File: src/rtl/aes128_round_key_gen.sv
// Iterative AES-128 key schedule: load a cipher key, then emit one round key per clock on w0..w3.
// Optional KEYEXP_RND_IDX_EN adds the rnd output carrying the index of the round key on w0..w3.
module aes128_round_key_gen (
  input  logic         clk,
  input  logic         rst,
  input  logic         ld,
  input  logic [127:0] key,
  output logic [31:0]  w0,
  output logic [31:0]  w1,
  output logic [31:0]  w2,
  output logic [31:0]  w3
`ifdef KEYEXP_RND_IDX_EN
  ,
  output logic [3:0]   rnd
`endif
);

  localparam int unsigned WORD_W = 32;
  localparam int unsigned CNT_W  = 4;
  localparam logic [CNT_W-1:0] LAST_RND = CNT_W'(10);

  localparam logic [7:0] SBOX [256] = '{
    8'h63, 8'h7c, 8'h77, 8'h7b, 8'hf2, 8'h6b, 8'h6f, 8'hc5, 8'h30, 8'h01, 8'h67, 8'h2b, 8'hfe, 8'hd7, 8'hab, 8'h76,
    8'hca, 8'h82, 8'hc9, 8'h7d, 8'hfa, 8'h59, 8'h47, 8'hf0, 8'had, 8'hd4, 8'ha2, 8'haf, 8'h9c, 8'ha4, 8'h72, 8'hc0,
    8'hb7, 8'hfd, 8'h93, 8'h26, 8'h36, 8'h3f, 8'hf7, 8'hcc, 8'h34, 8'ha5, 8'he5, 8'hf1, 8'h71, 8'hd8, 8'h31, 8'h15,
    8'h04, 8'hc7, 8'h23, 8'hc3, 8'h18, 8'h96, 8'h05, 8'h9a, 8'h07, 8'h12, 8'h80, 8'he2, 8'heb, 8'h27, 8'hb2, 8'h75,
    8'h09, 8'h83, 8'h2c, 8'h1a, 8'h1b, 8'h6e, 8'h5a, 8'ha0, 8'h52, 8'h3b, 8'hd6, 8'hb3, 8'h29, 8'he3, 8'h2f, 8'h84,
    8'h53, 8'hd1, 8'h00, 8'hed, 8'h20, 8'hfc, 8'hb1, 8'h5b, 8'h6a, 8'hcb, 8'hbe, 8'h39, 8'h4a, 8'h4c, 8'h58, 8'hcf,
    8'hd0, 8'hef, 8'haa, 8'hfb, 8'h43, 8'h4d, 8'h33, 8'h85, 8'h45, 8'hf9, 8'h02, 8'h7f, 8'h50, 8'h3c, 8'h9f, 8'ha8,
    8'h51, 8'ha3, 8'h40, 8'h8f, 8'h92, 8'h9d, 8'h38, 8'hf5, 8'hbc, 8'hb6, 8'hda, 8'h21, 8'h10, 8'hff, 8'hf3, 8'hd2,
    8'hcd, 8'h0c, 8'h13, 8'hec, 8'h5f, 8'h97, 8'h44, 8'h17, 8'hc4, 8'ha7, 8'h7e, 8'h3d, 8'h64, 8'h5d, 8'h19, 8'h73,
    8'h60, 8'h81, 8'h4f, 8'hdc, 8'h22, 8'h2a, 8'h90, 8'h88, 8'h46, 8'hee, 8'hb8, 8'h14, 8'hde, 8'h5e, 8'h0b, 8'hdb,
    8'he0, 8'h32, 8'h3a, 8'h0a, 8'h49, 8'h06, 8'h24, 8'h5c, 8'hc2, 8'hd3, 8'hac, 8'h62, 8'h91, 8'h95, 8'he4, 8'h79,
    8'he7, 8'hc8, 8'h37, 8'h6d, 8'h8d, 8'hd5, 8'h4e, 8'ha9, 8'h6c, 8'h56, 8'hf4, 8'hea, 8'h65, 8'h7a, 8'hae, 8'h08,
    8'hba, 8'h78, 8'h25, 8'h2e, 8'h1c, 8'ha6, 8'hb4, 8'hc6, 8'he8, 8'hdd, 8'h74, 8'h1f, 8'h4b, 8'hbd, 8'h8b, 8'h8a,
    8'h70, 8'h3e, 8'hb5, 8'h66, 8'h48, 8'h03, 8'hf6, 8'h0e, 8'h61, 8'h35, 8'h57, 8'hb9, 8'h86, 8'hc1, 8'h1d, 8'h9e,
    8'he1, 8'hf8, 8'h98, 8'h11, 8'h69, 8'hd9, 8'h8e, 8'h94, 8'h9b, 8'h1e, 8'h87, 8'he9, 8'hce, 8'h55, 8'h28, 8'hdf,
    8'h8c, 8'ha1, 8'h89, 8'h0d, 8'hbf, 8'he6, 8'h42, 8'h68, 8'h41, 8'h99, 8'h2d, 8'h0f, 8'hb0, 8'h54, 8'hbb, 8'h16
  };

  // Round constant for schedule step idx; zero once the ten rounds are used up.
  function automatic logic [7:0] rcon_byte(input logic [CNT_W-1:0] idx);
    logic [7:0] r;
    r = 8'h00;
    case (idx)
      4'd0:    r = 8'h01;
      4'd1:    r = 8'h02;
      4'd2:    r = 8'h04;
      4'd3:    r = 8'h08;
      4'd4:    r = 8'h10;
      4'd5:    r = 8'h20;
      4'd6:    r = 8'h40;
      4'd7:    r = 8'h80;
      4'd8:    r = 8'h1b;
      4'd9:    r = 8'h36;
      default: r = 8'h00;
    endcase
    return r;
  endfunction

  logic [WORD_W-1:0] r_w0, r_w1, r_w2, r_w3;
  logic [WORD_W-1:0] r_rcon;
  logic [CNT_W-1:0]  r_cnt;

  logic [WORD_W-1:0] w_rot;
  logic [WORD_W-1:0] w_sub;
  logic [WORD_W-1:0] w_t;
  logic [WORD_W-1:0] w_n0, w_n1, w_n2, w_n3;
  logic [CNT_W-1:0]  w_cnt_inc;
  logic [CNT_W-1:0]  w_cnt_nxt;

  // RotWord feeds four parallel S-box substitutors.
  assign w_rot = {r_w3[23:0], r_w3[31:24]};
  for (genvar g = 0; g < 4; g++) begin : g_sbox
    assign w_sub[8*g +: 8] = SBOX[w_rot[8*g +: 8]];
  end

  assign w_t  = w_sub ^ r_rcon;
  assign w_n0 = r_w0 ^ w_t;
  assign w_n1 = w_n0 ^ r_w1;
  assign w_n2 = w_n1 ^ r_w2;
  assign w_n3 = w_n2 ^ r_w3;

  assign w_cnt_inc = r_cnt + CNT_W'(1);
  assign w_cnt_nxt = (r_cnt == LAST_RND) ? r_cnt : w_cnt_inc;

  always_ff @(posedge clk) begin
    if (!rst) begin
      r_w0   <= '0;
      r_w1   <= '0;
      r_w2   <= '0;
      r_w3   <= '0;
      r_rcon <= '0;
      r_cnt  <= '0;
    end else if (ld) begin
      r_w0   <= key[127:96];
      r_w1   <= key[95:64];
      r_w2   <= key[63:32];
      r_w3   <= key[31:0];
      r_rcon <= {rcon_byte(CNT_W'(0)), 24'h000000};
      r_cnt  <= '0;
    end else begin
      r_w0   <= w_n0;
      r_w1   <= w_n1;
      r_w2   <= w_n2;
      r_w3   <= w_n3;
      r_rcon <= {rcon_byte(w_cnt_inc), 24'h000000};
      r_cnt  <= w_cnt_nxt;
    end
  end

  assign w0 = r_w0;
  assign w1 = r_w1;
  assign w2 = r_w2;
  assign w3 = r_w3;

`ifdef KEYEXP_RND_IDX_EN
  assign rnd = r_cnt;
`endif

endmodule

File: config.mk
export PLATFORM = sky130hd
export DESIGN_NAME = aes128_round_key_gen
export DESIGN_NICKNAME = d
export VERILOG_FILES = /design/src/rtl/aes128_round_key_gen.sv
export SDC_FILE = /design/constraint.sdc
export NUM_CORES = 1
export LEC_CHECK = 0
export CORE_ASPECT_RATIO = 0.8
export CORE_MARGIN = 2
export CORE_UTILIZATION = 35
export CTS_BUF_LIST = sky130_fd_sc_hd__clkbuf_8
export CTS_CLUSTER_DIAMETER = 30
export DETAILED_ROUTE_END_ITERATION = 12
export MAX_ROUTING_LAYER = met4
export SKIP_CTS_REPAIR_TIMING = 1
export SYNTH_ARGS = -nofsm -noshare
export SYNTH_HDL_FRONTEND = slang
export SYNTH_SLANG_ARGS = --single-unit
File: constraint.sdc
create_clock -name clk -period 4.8 [get_ports clk]
set_input_delay 0.96 -clock clk [delete_from_list [all_inputs] [get_ports clk]]
set_output_delay 0.96 -clock clk [all_outputs]
set_load 0.02 [all_outputs]
# Word-level counts from Yosys, hierarchy flattened
# Memories as Yosys holds them, arrays and structs flattened.
# Cells that the tools add are included.
[word_totals]
register_bits = 164
latch_bits = 0
ramBits = 0
rom_bits = 8320
in_bits = 131
out_inout_bits = 128
word_cells = 42
memories = 5
[memory_table]
columns = ["memory", "depth", "width", "read_ports", "rd_ports_with_merged_regs", "wr", "line_no", "text"]
rows = [
  ["(no name shown)", 256, 8, 1, 0, 0, "75", "assign w_sub[8*g +: 8] = SBOX[w_rot[8*g +: 8]];"],
  ["(no name shown)", 256, 8, 1, 0, 0, "75", ""],
  ["(no name shown)", 256, 8, 1, 0, 0, "75", ""],
  ["(no name shown)", 256, 8, 1, 0, 0, "75", ""],
  ["(no name shown)", 16, 8, 1, 0, 0, "45", "case (idx)"],
]
[op_classes]
n_addsub = 1
multipliers = 0
div = 0
order_cmp = 4
n_eq_ne = 1
n_shift = 0
muxes = 13
bitwise_logic = 10
n_reduce_logical = 1
[op_table]
columns = ["operator", "n"]
rows = [
  ["bitwise XOR 32 bit", 5],
  ["two-way mux 32 bit", 4],
  ["two-way mux 8 bit", 8],
  [">= comparator 9 bit (second input constant)", 4],
  ["inverter 8 -> 9 bit", 4],
  ["two-way mux 25 bit", 1],
  ["adder 4 x 1 -> 4 bit (second input constant)", 1],
  ["equality test 4 bit (second input constant)", 1],
  ["OR reduction 2 bit", 1],
  ["inverter 1 bit", 1],
]

# Logic depth before layout (Yosys ltp)
[depth]
ltp_word = 10
ltp_mapped = 15
depth_no_buf = 11

# Worst setup path after synthesis
# No wires, ideal clock.
[synth_timing]
path_type = "flip-flop to flip-flop"
start = "register r_w3[1], in the netlist w3[1]"
end = "register r_w3[13], in the netlist w3[13]"
setup_time_ns = 0.115
t_arrival_ns = 3.784
required_time_ns = 4.685
path_slack_ns = 0.901
stages_incl_launch_ff = 15
path_buffers = 3
synth_period_minus_slack_ns = 3.899
cell_sequence = "dfxtp_1 buf_2 buf_2 inv_1 ha_1 buf_2 or2_2 a211o_1 a31oi_1 a31oi_1 mux4_2 xnor2_1 xnor2_1 xnor3_1 o21ba_2"
[synth_via]
elab_chain_cells = 10
[synth_lines]
columns = ["item", "line_no", "text"]
rows = [
  ["from (decl)", "61", "logic [WORD_W-1:0] r_w0, r_w1, r_w2, r_w3;"],
  ["from (signal assigned)", "99", "r_w3 <= key[31:0];"],
  ["from (signal assigned)", "106", "r_w3 <= w_n3;"],
  ["inverter 8 -> 9 bit (not written as such)", "75", ""],
  ["memory read (256 x 8 bit)", "-", ""],
  ["two-way mux 8 bit (not written as such) (2 in a row)", "75", ""],
  ["bitwise XOR 32 bit", "78", "assign w_t = w_sub ^ r_rcon;"],
  ["bitwise XOR 32 bit", "79", "assign w_n0 = r_w0 ^ w_t;"],
  ["bitwise XOR 32 bit", "80", "assign w_n1 = w_n0 ^ r_w1;"],
  ["bitwise XOR 32 bit", "81", "assign w_n2 = w_n1 ^ r_w2;"],
  ["bitwise XOR 32 bit", "82", "assign w_n3 = w_n2 ^ r_w3;"],
  ["two-way mux 32 bit", "95", "end else if (ld) begin"],
]
# Every way passes these cells. The select of a mux whose other input is x is not followed.
# A chain may end at the register's enable or synchronous reset.

# Worst setup path after layout
[layout_timing]
start = "register r_w3[26], in the netlist w3[26]"
end = "register r_w3[5], in the netlist w3[5]"
# Same word-level chain as after synthesis.

==> metrics.cfg <==
[routing]
wl_um=113000
drt_first_pass_iters=6
wl_per_cell_um=29.3
ant_nets=0
viasPerCell=6.75
drc_errors=0
drt-initial-drc-count=4856
dr_total_vias=26000

[min_path]
hold_path_class=reg2reg

[clock_tree]
cts_buffers=17
clock_sinks=140
clkTransAtPathRegs_ps=120
cts_tree=built
cts_root_buffer=clkbuf_8
cts_max_path_buffers=2
h-tree-depth=4
clkLatencyLatePin_ps=590

[timing]
fin_skew_ps=26.9
worst_slack_ps=252
hold_viol_final=0
setup_viol=0
maxSlewHeadroom_pct=18.9
grt_setup_unrepaired=no
fmax_mhz=220
tns_ps=0
tightestPinTransition_ps=1210
min_period_ps=4550
maxSlewViolCount=0
finalCritPeriodShare_pct=94.8

[critical_path]
path_max_fanout=83
cp.required_ps=5270
end_kind=flip-flop
path_class=reg2reg
start_kind=flip-flop
cp_data_arrival_time_ps=5020

[logic_synthesis]
syn_nets=3140
synth_edf_count=0
synthCells=2943
yosysTopAreaCell=dfxtp_1
synth_top_flop_cell=dfxtp_1
synth_top_family_by_area=compound AO/OA/AOI/OAI gates
yosysWarnings=0
synth_xor_area_share_pct=8.12
avgSynthCellArea_um2=7.35
synth_simple_gate_area_share_pct=25.1
ys_top_cells_by_area=dfxtp_1 13%, mux4_2 6.1%, a21oi_1 4.6%, o21ai_0 4.6%, nand2_1 4.0%
synthTopCellsByCount=230 x nand2_1, 216 x nor2_1, 199 x a21oi_1, 199 x o21ai_0, 167 x clkbuf_1
synth.yosys.seq_area_share_pct=13.0
synth_area_mm2=0.0216
ys_ff_latch=140
synth_fa_ha_area_share_pct=3.82
synth.distinct_cells=104
synth_compound_area_share_pct=31.8
synthMuxAreaShare_pct=10.0
synth.most_common_cell=nand2_1
async_flop_share_pct=0
yosysTopAreaCellShare_pct=13.0

[floorplanning]
die-height_um=226
io_pins=259
dieArea_mm2=0.0638
rows=81
core_area_mm2=0.0611
initial_core_util_pct=35.4
die_x_um=282

[layout]
num-fill-cells=6310
fin_area_mm2=0.0251
fin_cells=3849
multiInputGateArea_mm2=0.0171
layout-drive-gt1-share_pct=10.4
regArea_mm2=0.00284
area_growth_pct=16.1
nets=3197

[grt]
first_global_vias=24000
overflow=0
grtUsageTotal_pct=35.4
grt_pass1_wl_um=165000
grt_antenna_before_repair=7
grt_max_degree=103

[placed_design]
pre_cts_slack_ps=510
place_inst=3811
place.gp.congestion=1.05
port_buffers=258
placed_cell_area_mm2=0.0247
dpl.hpwl_um=80600

[power_and_ir_drop]
p_leak_uw=0.00911
finalPower_uw=23800
p_per_area_mw_per_mm2=947
peakVddDrop_v=0.000434

[run_status]
status=finished, final reports clean

[flow_run]
cap_violations=0

## layer usage
metal  GRT usage, %  share of wire [%]  vias to the layer above
li1               -                  -                    11200
met1           49.8                 43                    12500
met2           49.1                 41                     1999
met3           9.75                 13                      266
met4           9.75                3.0                        0
met5              -                  0                        -
## metrics by stage
stage                     utilization (%)  hold WS, ps
after global placement               40.4          502
after floorplan                         -          490
after detailed placement             40.4          518
final                                41.1          542
after global routing                 41.1          564
after CTS                            41.1          537
## critical path, cell delays in order, from the launching register on
cell,delay (ps)
dfxtp_4,1000
buf_4,390
mux4_2,520
mux4_2,470
a2111oi_0,800
a31oi_1,240
xnor3_1,500
xnor3_1,280
mux2i_1,140
nor2_1,50
## placed cells by master (no fill, tap or decap), types with 73 or more instances in the layout
master           synthesis  routed
nand2b_1                95      95
clkdlybuf4s50_1          0     256
nor2b_1                 93      93
dfxtp_1                140     127
o21ai_0                199     199
nor3_1                  73      73
nor2_1                 216     216
nand3_1                119     119
xnor2_1                 80      80
buf_4                   29     114
a21oi_1                199     199
nand2_1                230     230
## cell type report
class	instances	area share, %
Inverter	52	0.797
Timing Repair Buffer	376	14.1
Tap cell	830	4.14
Multi-Input combinational cell	2413	68.0
Clock inverter	15	0.678
Antenna cell	6	0.0598
Clock buffer	17	0.932
Sequential cell	140	11.3
## where the power goes
group / internal, uW / total (uW) / switching [uW]
Sequential: 1670 / 2900 / 1230
Clock: 440 / 1130 / 686
Combinational: 7890 / 19800 / 11900
## final timing paths
kind               start      to  slack [ps]  depth (start not counted)
hold reg to reg   w2[28]  w2[28]         540                          2
setup reg to reg  w3[26]   w3[5]         250                          9
setup / recovery  w3[26]   w3[5]         250                          9
hold / removal    w2[28]  w2[28]         540                          2
## cells by family (layout without fill, tap and decap cells)
| kind of cell | Yosys count | in the layout |
|---|---|---|
| simple gates | 1061 | 1061 |
| compound gates | 988 | 988 |
| buf+inv | 390 | 460 |
| xor+xnor | 158 | 158 |
| mux | 140 | 140 |
| flops | 140 | 140 |
| fa+ha+maj | 66 | 66 |
| other cells | 0 | 6 |
## state kept, by name, summed over array words and instances, names as in the netlist
name and count:
w0 32, w1 32, w2 32, w3 32, r_rcon 8, r_cnt 4
Note: power is estimated with default switching activity, not from simulation.
